### src/rtl/draw_text_attr.sv
// ============================================================================
// draw_text_attr: centred text-box overlay with per-frame attribute
// (steady / blink / inverse-blink / dim) and vsync-driven blink timer.
// Optional macro: DRAW_TEXT_SHADOW_EN adds a one-pixel right drop shadow.
// Rev 1.0
// ============================================================================
`default_nettype none

module draw_text_attr #(
  parameter int          X_ADDR_WIDTH = 1,
  parameter int          Y_ADDR_WIDTH = 1,
  parameter int          SCALE_COEFF  = 0,
  parameter int          X_CHAR_COUNT = 1,
  parameter int          Y_CHAR_COUNT = 1,
  parameter int          X_MIN        = 0,
  parameter int          X_MAX        = 0,
  parameter int          Y_MIN        = 0,
  parameter int          Y_MAX        = 0,
  parameter logic [11:0] FG_COLOR     = 12'hfff,
  parameter logic [3:0]  DIM_STEP     = 4'h1,
  parameter int          BLINK_FRAMES = 30,
  parameter int          CNT_WIDTH    = 6
) (
  input  logic                             i_pclk,
  input  logic                             i_rst,
  input  logic [11:0]                      i_hcount,
  input  logic [11:0]                      i_vcount,
  input  logic                             i_hsync,
  input  logic                             i_hblnk,
  input  logic                             i_vsync,
  input  logic                             i_vblnk,
  input  logic [11:0]                      i_rgb,
  input  logic [7:0]                       i_rom_word,
  input  logic [1:0]                       i_mode,
  input  logic                             i_enable,
  output logic [11:0]                      o_hcount,
  output logic [11:0]                      o_vcount,
  output logic                             o_hsync,
  output logic                             o_hblnk,
  output logic                             o_vsync,
  output logic                             o_vblnk,
  output logic [11:0]                      o_rgb,
  output logic [X_ADDR_WIDTH+Y_ADDR_WIDTH-1:0] o_char_addr,
  output logic [3:0]                       o_char_line,
  output logic                             o_blink_phase
);

  localparam int          c_BOX_W = X_CHAR_COUNT * (8 << SCALE_COEFF);
  localparam int          c_BOX_H = Y_CHAR_COUNT * (16 << SCALE_COEFF);
  localparam logic [11:0] c_XPOS  = 12'(((X_MAX - X_MIN - c_BOX_W) >> 1) + X_MIN);
  localparam logic [11:0] c_YPOS  = 12'(((Y_MAX - Y_MIN - c_BOX_H) >> 1) + Y_MIN);
  localparam logic [11:0] c_W12   = 12'(c_BOX_W);
  localparam logic [11:0] c_H12   = 12'(c_BOX_H);
  localparam logic [CNT_WIDTH-1:0] c_CNT_LAST = CNT_WIDTH'(BLINK_FRAMES - 1);

  typedef struct packed {
    logic [11:0] hc;
    logic [11:0] vc;
    logic        hs;
    logic        hb;
    logic        vs;
    logic        vb;
    logic [11:0] rgb;
    logic        inbox;
    logic [2:0]  idx;
  } pix_t;

  logic [11:0]          w_hrel;
  logic [11:0]          w_vrel;
  pix_t                 w_s0;
  pix_t                 r_s1;
  pix_t                 r_s2;
  logic                 r_vsync_d;
  logic [CNT_WIDTH-1:0] r_cnt;
  logic [1:0]           r_frame_mode;
  logic                 r_frame_en;
  logic                 w_glyph;
  logic                 w_fg;
  logic                 w_vis;
  logic [11:0]          w_bg;
  logic [11:0]          w_rgb_next;

  function automatic logic [3:0] f_dim(input logic [3:0] c);
    return (c < DIM_STEP) ? 4'h0 : c - DIM_STEP;
  endfunction

  assign w_hrel      = i_hcount - c_XPOS;
  assign w_vrel      = i_vcount - c_YPOS;
  assign o_char_addr = {w_vrel[Y_ADDR_WIDTH+3+SCALE_COEFF:4+SCALE_COEFF],
                        w_hrel[X_ADDR_WIDTH+2+SCALE_COEFF:3+SCALE_COEFF]};

  always_comb begin
    w_s0       = '0;
    w_s0.hc    = i_hcount;
    w_s0.vc    = i_vcount;
    w_s0.hs    = i_hsync;
    w_s0.hb    = i_hblnk;
    w_s0.vs    = i_vsync;
    w_s0.vb    = i_vblnk;
    w_s0.rgb   = i_rgb;
    w_s0.inbox = (w_hrel < c_W12) && (w_vrel < c_H12);
    w_s0.idx   = w_hrel[2+SCALE_COEFF:SCALE_COEFF];
  end

  // The ROM word arrives aligned with stage 2, so the decision is made there.
  always_comb begin
    w_glyph = i_rom_word[3'd7 - r_s2.idx];
    w_fg    = 1'b0;
    w_bg    = r_s2.rgb;
    case (r_frame_mode)
      2'b00: w_fg = w_glyph;
      2'b01: w_fg = w_glyph & o_blink_phase;
      2'b10: w_fg = o_blink_phase ? w_glyph : ~w_glyph;
      default: begin
        w_fg = w_glyph;
        w_bg = {f_dim(r_s2.rgb[11:8]), f_dim(r_s2.rgb[7:4]), f_dim(r_s2.rgb[3:0])};
      end
    endcase
    w_vis = w_glyph & ((r_frame_mode[1] ^ r_frame_mode[0]) ? o_blink_phase : 1'b1);
  end

`ifdef DRAW_TEXT_SHADOW_EN
  logic r_shadow;

  always_ff @(posedge i_pclk) begin
    if (i_rst || r_s2.hb) r_shadow <= 1'b0;
    else                  r_shadow <= r_s2.inbox & r_frame_en & w_vis;
  end

  always_comb begin
    w_rgb_next = r_s2.rgb;
    if (r_s2.hb || r_s2.vb)                w_rgb_next = 12'h000;
    else if (!r_s2.inbox || !r_frame_en)   w_rgb_next = r_s2.rgb;
    else if (w_fg)                         w_rgb_next = FG_COLOR;
    else if (!w_glyph && r_shadow)         w_rgb_next = 12'h000;
    else                                   w_rgb_next = w_bg;
  end
`else
  always_comb begin
    w_rgb_next = r_s2.rgb;
    if (r_s2.hb || r_s2.vb)                w_rgb_next = 12'h000;
    else if (!r_s2.inbox || !r_frame_en)   w_rgb_next = r_s2.rgb;
    else if (w_fg)                         w_rgb_next = FG_COLOR;
    else                                   w_rgb_next = w_bg;
  end
`endif

  always_ff @(posedge i_pclk) begin
    if (i_rst) begin
      r_s1        <= '0;
      r_s2        <= '0;
      o_hcount    <= '0;
      o_vcount    <= '0;
      o_hsync     <= 1'b0;
      o_hblnk     <= 1'b0;
      o_vsync     <= 1'b0;
      o_vblnk     <= 1'b0;
      o_rgb       <= '0;
      o_char_line <= '0;
    end else begin
      r_s1        <= w_s0;
      r_s2        <= r_s1;
      o_hcount    <= r_s2.hc;
      o_vcount    <= r_s2.vc;
      o_hsync     <= r_s2.hs;
      o_hblnk     <= r_s2.hb;
      o_vsync     <= r_s2.vs;
      o_vblnk     <= r_s2.vb;
      o_rgb       <= w_rgb_next;
      o_char_line <= w_vrel[3+SCALE_COEFF:SCALE_COEFF];
    end
  end

  // Frame attributes are sampled only at the vsync edge to avoid tearing.
  always_ff @(posedge i_pclk) begin
    if (i_rst) begin
      r_vsync_d     <= 1'b0;
      r_cnt         <= '0;
      o_blink_phase <= 1'b1;
      r_frame_mode  <= 2'b00;
      r_frame_en    <= 1'b0;
    end else begin
      r_vsync_d <= i_vsync;
      if (i_vsync && !r_vsync_d) begin
        r_frame_mode <= i_mode;
        r_frame_en   <= i_enable;
        if (r_cnt == c_CNT_LAST) begin
          r_cnt         <= '0;
          o_blink_phase <= ~o_blink_phase;
        end else begin
          r_cnt <= r_cnt + CNT_WIDTH'(1);
        end
      end
    end
  end

endmodule

`default_nettype wire
### config.mk
export PLATFORM = sky130hd
export DESIGN_NAME = draw_text_attr
export DESIGN_NICKNAME = d
export VERILOG_FILES = /design/src/rtl/draw_text_attr.sv
export SDC_FILE = /design/constraint.sdc
export NUM_CORES = 1
export LEC_CHECK = 0
export ABC_AREA = 0
export BUFFER_PORTS_ARGS = -buffer_cell sky130_fd_sc_hd__buf_4
export CAP_MARGIN = 30
export CORE_ASPECT_RATIO = 1.25
export CORE_MARGIN = 2
export CORE_UTILIZATION = 40
export DETAILED_ROUTE_END_ITERATION = 10
export PLACE_DENSITY = 0.7
export SLEW_MARGIN = 15
export SYNTH_ARGS = -nofsm -noshare
export SYNTH_HDL_FRONTEND = slang
export SYNTH_SLANG_ARGS = --single-unit
### constraint.sdc
create_clock -name i_pclk -period 2.98 [get_ports i_pclk]
set_clock_uncertainty 0.1 [all_clocks]
set_input_delay 0.149 -clock i_pclk [delete_from_list [all_inputs] [get_ports i_pclk]]
set_output_delay 0.149 -clock i_pclk [all_outputs]
set_load 0.02 [all_outputs]
==> results.py, run 1 <==
metrics = {
    "clock_tree": {
        "clk_latency_ns": 0.41,
        "post_cts_buffers": 0,
        "tritoncts_num_sinks": 135,
        "cts_root_buf": "clkbuf_16",
        "clkTransAtPathRegs_ns": 0.06,
        "cts_tree": "done",
        "numCtsBuffers": 17,
        "htreeDepth": 4,
        "cts_buffer_depth": 2,
    },
    "place": {
        "hpwl_mm": 5.686,
        "place_inst": 635,
        "port_buffers": 99,
        "gp_congestion": 0.7909,
    },
    "layout": {
        "antenna_cells": 0,
        "layout.cells.non_filler": 709,
        "final_nets": 626,
        "fillCellCount": 929,
        "final_cell_mix": "135 x dfxtp_1, 111 x nor2b_1, 101 x buf_4",
        "drive_gt1_frac": 0.2613,
        "syn2layout_area_growth_pct": 40.73,
        "final_common_cell": "dfxtp_1",
    },
    "logic_synthesis": {
        "synthFlopType": "dfxtp_1",
        "synth_top_family_by_area": "simple AND/OR/NAND/NOR gates",
        "synth_simple_gate_area_frac": 0.2409,
        "synth_cell_type_count": 47,
        "netlist_area_um2": 4519,
        "synth-seq-cells": 135,
        "synthCells": 421,
        "async_flop_share": 0,
        "synth_edf_count": 0,
        "synth_xor_area_frac": 0.009690,
        "synth_compound_area_frac": 0.07918,
        "yosysSeqAreaShare": 0.5980,
        "syn_area_per_cell_um2": 10.73,
        "yosys_warnings": 0,
        "synth_adder_area_share": 0.03045,
        "synth_fp_nets": 485,
        "muxShareOfSynthArea": 0.009413,
    },
    "setup_path": {
        "cpLargestDelayFamily": "compound AO/OA/AOI/OAI gates",
        "crit_path_max_incr_delay_ns": 0.44,
        "cp_max_fo": 6,
        "cp.required_ns": 3.17,
        "crit_path_cell_trace": "mux2_1 > nor3b_1 > nor4_4 > ha_1 > inv_1 > a221o_1 > o221ai_1 > a21oi_1",
        "critPathBufInv": 1,
        "cp.arrival_ns": 2.78,
        "crit_path_start_kind": "register",
        "path_class": "register to register",
        "crit_path_end_kind": "register",
        "cp_slowest_cell": "dfxtp_1",
    },
    "sta": {
        "period_needed_ns": 2.596,
        "relSlewSlack": 0.4264,
        "rsz0062_at_grt": "false",
        "post-route-period-util": 0.8712,
        "fmax_ghz": 0.3852,
        "maxSlewViolCount": 0,
        "hold_viol_final": 0,
        "holdWs_ns": 0.2225,
        "setup_tns_ns": 0,
        "worst_pin_slew_ns": 0.8603,
        "finalSetupViolCount": 0,
    },
    "run_status": {
        "status": "finished, final reports clean",
    },
    "floorplan": {
        "fp-row-count": 43,
        "die-height_um": 122.8,
        "ios": 100,
        "die_area_um2": 12170,
        "core_area_um2": 11080,
        "initial_utilization": 0.4078,
        "die_x_um": 99.07,
    },
    "global_routing": {
        "grt_remaining_overflow": 0,
        "grt_pass1_wl_mm": 14.36,
        "grt_max_degree": 89,
        "antenna_found_initial": 0,
        "grt_pass1_vias": 3151,
        "grt_use_total": 0.1506,
    },
    "pwr": {
        "power.leakage_nw": 2.635,
        "power_density_nw_per_um2": 670.8,
        "vdd_drop_max_mv": 0.3515,
    },
    "routing": {
        "firstDrtPassIters": 4,
        "ant_nets": 0,
        "routed_wl_mm": 8.854,
        "vias": 3234,
        "wl_per_cell_um": 12.49,
        "drt-vias-per-instance": 4.561,
        "drtIter0Drc": 123,
        "drc": 0,
    },
    "worst_hold_path": {
        "hp-class": "input pin to register",
    },
    "job": {
        "drv_cap": 0,
    },
}
[cell families after synthesis]
group,Yosys count
simple gates,181
flops,135
compound gates,51
buf+inv,34
fa+ha+maj,11
xor+xnor,5
mux,4
[registers in the layout, summed over array words and instances (netlist names), 2 cells and up]
register,count
o_char_line,4
r_s1,38
o_hcount,12
o_vcount,12
r_frame_mode,2
o_rgb,12
r_cnt,6
r_s2,42
[worst paths after layout]
path              startpoint        to  slack [ns]  cells after the start
setup / recovery    r_s2[32]  o_rgb[4]        0.38                      8
hold reg to reg     r_s1[11]  r_s2[11]        0.33                      1
hold / removal         i_rst  r_s2[17]        0.22                      2
setup reg to reg    r_s2[32]  o_rgb[4]        0.38                      8
[synth_stat cells (3+ instances only)]
library cell,number,share of area
nand2_1,13,0.011
clkbuf_1,10,0.0083
nor3b_1,4,0.0066
a31oi_1,3,0.0042
ha_1,11,0.030
nor2_1,20,0.017
o21ai_0,10,0.011
nand3_1,4,0.0044
dfxtp_1,135,0.60
nand4_1,4,0.0055
buf_1,7,0.0058
a21oi_1,15,0.017
nor3_1,6,0.0066
a21oi_2,8,0.016
xor2_1,3,0.0058
a22oi_1,3,0.0050
buf_4,5,0.0083
nor2b_1,111,0.15
inv_1,12,0.010
nor4_1,3,0.0042
[per-layer routing]
metal / wire (um) / vias to the layer above / share of wire / track usage
li1: - / 1662 / - / -
met1: 3648 / 1473 / 0.41 / 0.1647
met2: 4518 / 81 / 0.51 / 0.2593
met3: 458 / 18 / 0.052 / 0.05182
met4: 229 / 0 / 0.026 / 0.07534
met5: 0 / - / 0 / 0
[report_power, final]
part / total, mW / switching (mW) / internal, mW
Combinational: 0.333 / 0.156 / 0.177
Clock: 2.03 / 0.767 / 1.26
Sequential: 1.91 / 0.0282 / 1.88
[per-stage QoR]
step / util / power, mW / setup WS, ns / area, um2
after CTS: 0.5738 / 4.318 / 0.3787 / 6360
after global placement: 0.4823 / 2.223 / 0.5190 / 5345
final: 0.5738 / 4.266 / 0.3837 / 6360
after floorplan: - / 2.113 / 0.6033 / 4519
after detailed placement: 0.4823 / 2.232 / 0.3728 / 5345
after global routing: 0.5738 / 4.433 / 0.2496 / 6360
[worst register-to-register path: stages, from the launching register on]
cell and delay (ns):
dfxtp_1 0.44, mux2_1 0.35, nor3b_1 0.34, nor4_4 0.12, ha_1 0.34, inv_1 0.05, a221o_1 0.44, o221ai_1 0.24
a21oi_1 0.06
[what timing repair did]
action                                 in CTS  in global routing
resized for setup                           0                  0
endpoints found under the hold margin      46                  0
hold buffers                               43                  0
[area by class of cell]
cell class                      instances  area (um2)  area share
Sequential cell                       135        2703      0.4249
Inverter                               12       45.04    0.007082
Multi-Input combinational cell        252        1670      0.2626
Clock buffer                           18       439.2     0.06905
Timing Repair Buffer                  144        1189      0.1869
Clock inverter                         13       145.1     0.02282
Tap cell                              135       168.9     0.02656
Note: power is estimated with default switching activity, not from simulation.
==> inputs of run 2 (changes only) <==
--- a/config.mk
+++ b/config.mk
@@ -7,12 +7,11 @@
 export LEC_CHECK = 0
 export ABC_AREA = 0
 export BUFFER_PORTS_ARGS = -buffer_cell sky130_fd_sc_hd__buf_4
-export CAP_MARGIN = 30
 export CORE_ASPECT_RATIO = 1.25
 export CORE_MARGIN = 2
-export CORE_UTILIZATION = 40
+export CORE_UTILIZATION = 53
 export DETAILED_ROUTE_END_ITERATION = 10
-export PLACE_DENSITY = 0.7
+export PLACE_DENSITY = 0.86
 export SLEW_MARGIN = 15
 export SYNTH_ARGS = -nofsm -noshare
 export SYNTH_HDL_FRONTEND = slang
==> constraint.sdc (replaced) <==
create_clock -name i_pclk -period 2.98 [get_ports i_pclk]
set_clock_uncertainty 0.1 [all_clocks]
set_input_delay 0.745 -clock i_pclk [delete_from_list [all_inputs] [get_ports i_pclk]]
set_output_delay 0.745 -clock i_pclk [all_outputs]
set_load 0.02 [all_outputs]
==> run 2 against run 1 <==
Clock power is 4% higher. Cell count is 11% lower. Critical path depth stayed put. First-iteration DRC count is 12% higher. Combinational power is 14% lower. Non-clock buffer count is 42 lower. Routed wire length is 6.5% lower. Core utilization is 15 points higher. Die area is 24% lower. Design area is 6.8% lower. Largest power group unchanged.
==> results.py, run 2 (same netlist as run 1, synthesis figures left out) <==
metrics = {
    "run_status": {
        "status": "finished, final reports clean",
    },
    "clock_tree": {
        "cts_tree": "done",
        "htreeDepth": 4,
        "tritoncts_num_sinks": 135,
        "post_cts_buffers": 0,
        "clkTransAtPathRegs_ns": 0.06,
        "clk_latency_ns": 0.51,
        "cts_buffer_depth": 2,
        "cts_root_buf": "clkbuf_8",
        "ctsResizeCount": 0,
        "numCtsBuffers": 17,
        "ctsHoldBuffers": 0,
    },
    "routing": {
        "vias": 3115,
        "drt-vias-per-instance": 4.944,
        "drtIter0Drc": 138,
        "drc": 0,
        "firstDrtPassIters": 4,
        "routed_wl_mm": 8.281,
        "ant_nets": 0,
        "wl_per_cell_um": 13.14,
    },
    "layout": {
        "drive_gt1_frac": 0.2852,
        "largest_register_ffs": 42,
        "final_common_cell": "dfxtp_1",
        "finalInstanceArea_um2": 5924,
        "syn2layout_area_growth_pct": 31.09,
        "final_cell_mix": "135 x dfxtp_1, 111 x nor2b_1, 102 x buf_4",
        "final_nets": 584,
        "antenna_cells": 0,
        "postLayoutCoreUtil": 0.7189,
        "seqCellArea_um2": 2703,
        "multi_input_area_um2": 1670,
        "fillCellCount": 563,
        "reg_top3": "r_s2 x42, r_s1 x38",
        "regMostFlops": "r_s2",
        "layout.cells.non_filler": 630,
    },
    "sta": {
        "hold_viol_final": 0,
        "fmax_ghz": 0.3862,
        "relSlewSlack": 0.5692,
        "maxSlewViolCount": 0,
        "finalSetupViolCount": 0,
        "setup_tns_ns": 0,
        "period_needed_ns": 2.589,
        "rsz0062_at_grt": "false",
        "worst_pin_slew_ns": 0.6446,
        "holdWs_ns": 0.3287,
        "setup_ws_ns": 0.3905,
        "post-route-period-util": 0.8689,
    },
    "global_routing": {
        "antenna_found_initial": 0,
        "grt.met3_usage": 0.07698,
        "grt_remaining_overflow": 0,
        "grt_use_met1": 0.1888,
        "globalRouteMet2Util": 0.3374,
        "grt_pass1_vias": 3119,
        "grt_max_degree": 64,
        "grt_use_total": 0.1905,
        "grt_pass1_wl_mm": 13.57,
        "top_usage_layer": "met2",
    },
    "worst_hold_path": {
        "whs_path_depth": 1,
        "hp-class": "register to register",
    },
    "setup_path": {
        "cp.arrival_ns": 2.88,
        "crit_path_start_kind": "register",
        "cp.required_ns": 3.27,
        "cp_max_fo": 6,
        "crit_path_end_kind": "register",
        "path_class": "register to register",
        "r2r_cells": 8,
    },
    "floorplan": {
        "die_area_um2": 9286,
        "fp-row-count": 37,
        "die-height_um": 107.2,
        "die_x_um": 86.60,
        "core_area_um2": 8240,
        "initial_utilization": 0.5484,
        "ios": 100,
    },
    "job": {
        "drv_cap": 0,
    },
    "pwr": {
        "power_density_nw_per_um2": 727.3,
        "vdd_drop_max_mv": 0.4860,
        "power.total_mw": 4.309,
        "power.leakage_nw": 2.479,
    },
    "place": {
        "hpwl_mm": 5.784,
        "place_inst": 598,
        "gp_congestion": 0.8043,
        "placed_area_um2": 5305,
        "place_ws_ns": 0.03313,
        "port_buffers": 99,
    },
}
==> run 2: cell types whose count changed in the layout (fill, tap and decap cells not counted), sizes merged <==
| cell | previous run | this run |
|---|---|---|
| clkinv | 4 | 7 |
| buf | 101 | 102 |
| inv | 17 | 12 |
| clkbuf | 18 | 19 |
| bufinv | 2 | 4 |
| dlygate4sd3 | 43 | 0 |
==> run 2: worst max-delay path: stages (launching register included) <==
cell	delay, ns
dfxtp_1	0.44
mux2_1	0.35
nor3b_1	0.33
nor4_4	0.12
ha_1	0.32
inv_1	0.04
a221o_1	0.44
o221ai_1	0.25
a21oi_1	0.07
==> run 2: final timing paths <==
| kind | startpoint | slack [ns] | endpoint |
|---|---|---|---|
| setup / recovery | r_s2[32] | 0.39 | o_rgb[4] |
| hold / removal | r_s1[4] | 0.33 | r_s2[4] |
| setup reg to reg | r_s2[32] | 0.39 | o_rgb[4] |
| hold reg to reg | r_s1[4] | 0.33 | r_s2[4] |
==> run 2: routing by layer <==
metal  part of all wire  up-vias  wire length, um
met5                  0        -                0
met2               0.54       99             4462
met4              0.025        0              211
met1               0.38     1424             3156
met3              0.054       18              450
li1                   -     1574                -
==> run 2: area by class of cell <==
type                            instances  area share
Sequential cell                       135      0.4562
Multi-Input combinational cell        252      0.2819
Timing Repair Buffer                  102      0.1293
Clock buffer                           19     0.07455
Clock inverter                         13     0.02999
Tap cell                               97     0.02049
Inverter                               12    0.007603
==> run 2: power by group <==
part           total, mW  internal (mW)  leakage [nW]  switching, mW
Combinational      0.287          0.142          1.07          0.145
Sequential          1.91           1.88          1.11         0.0291
Clock               2.12           1.40         0.303          0.720
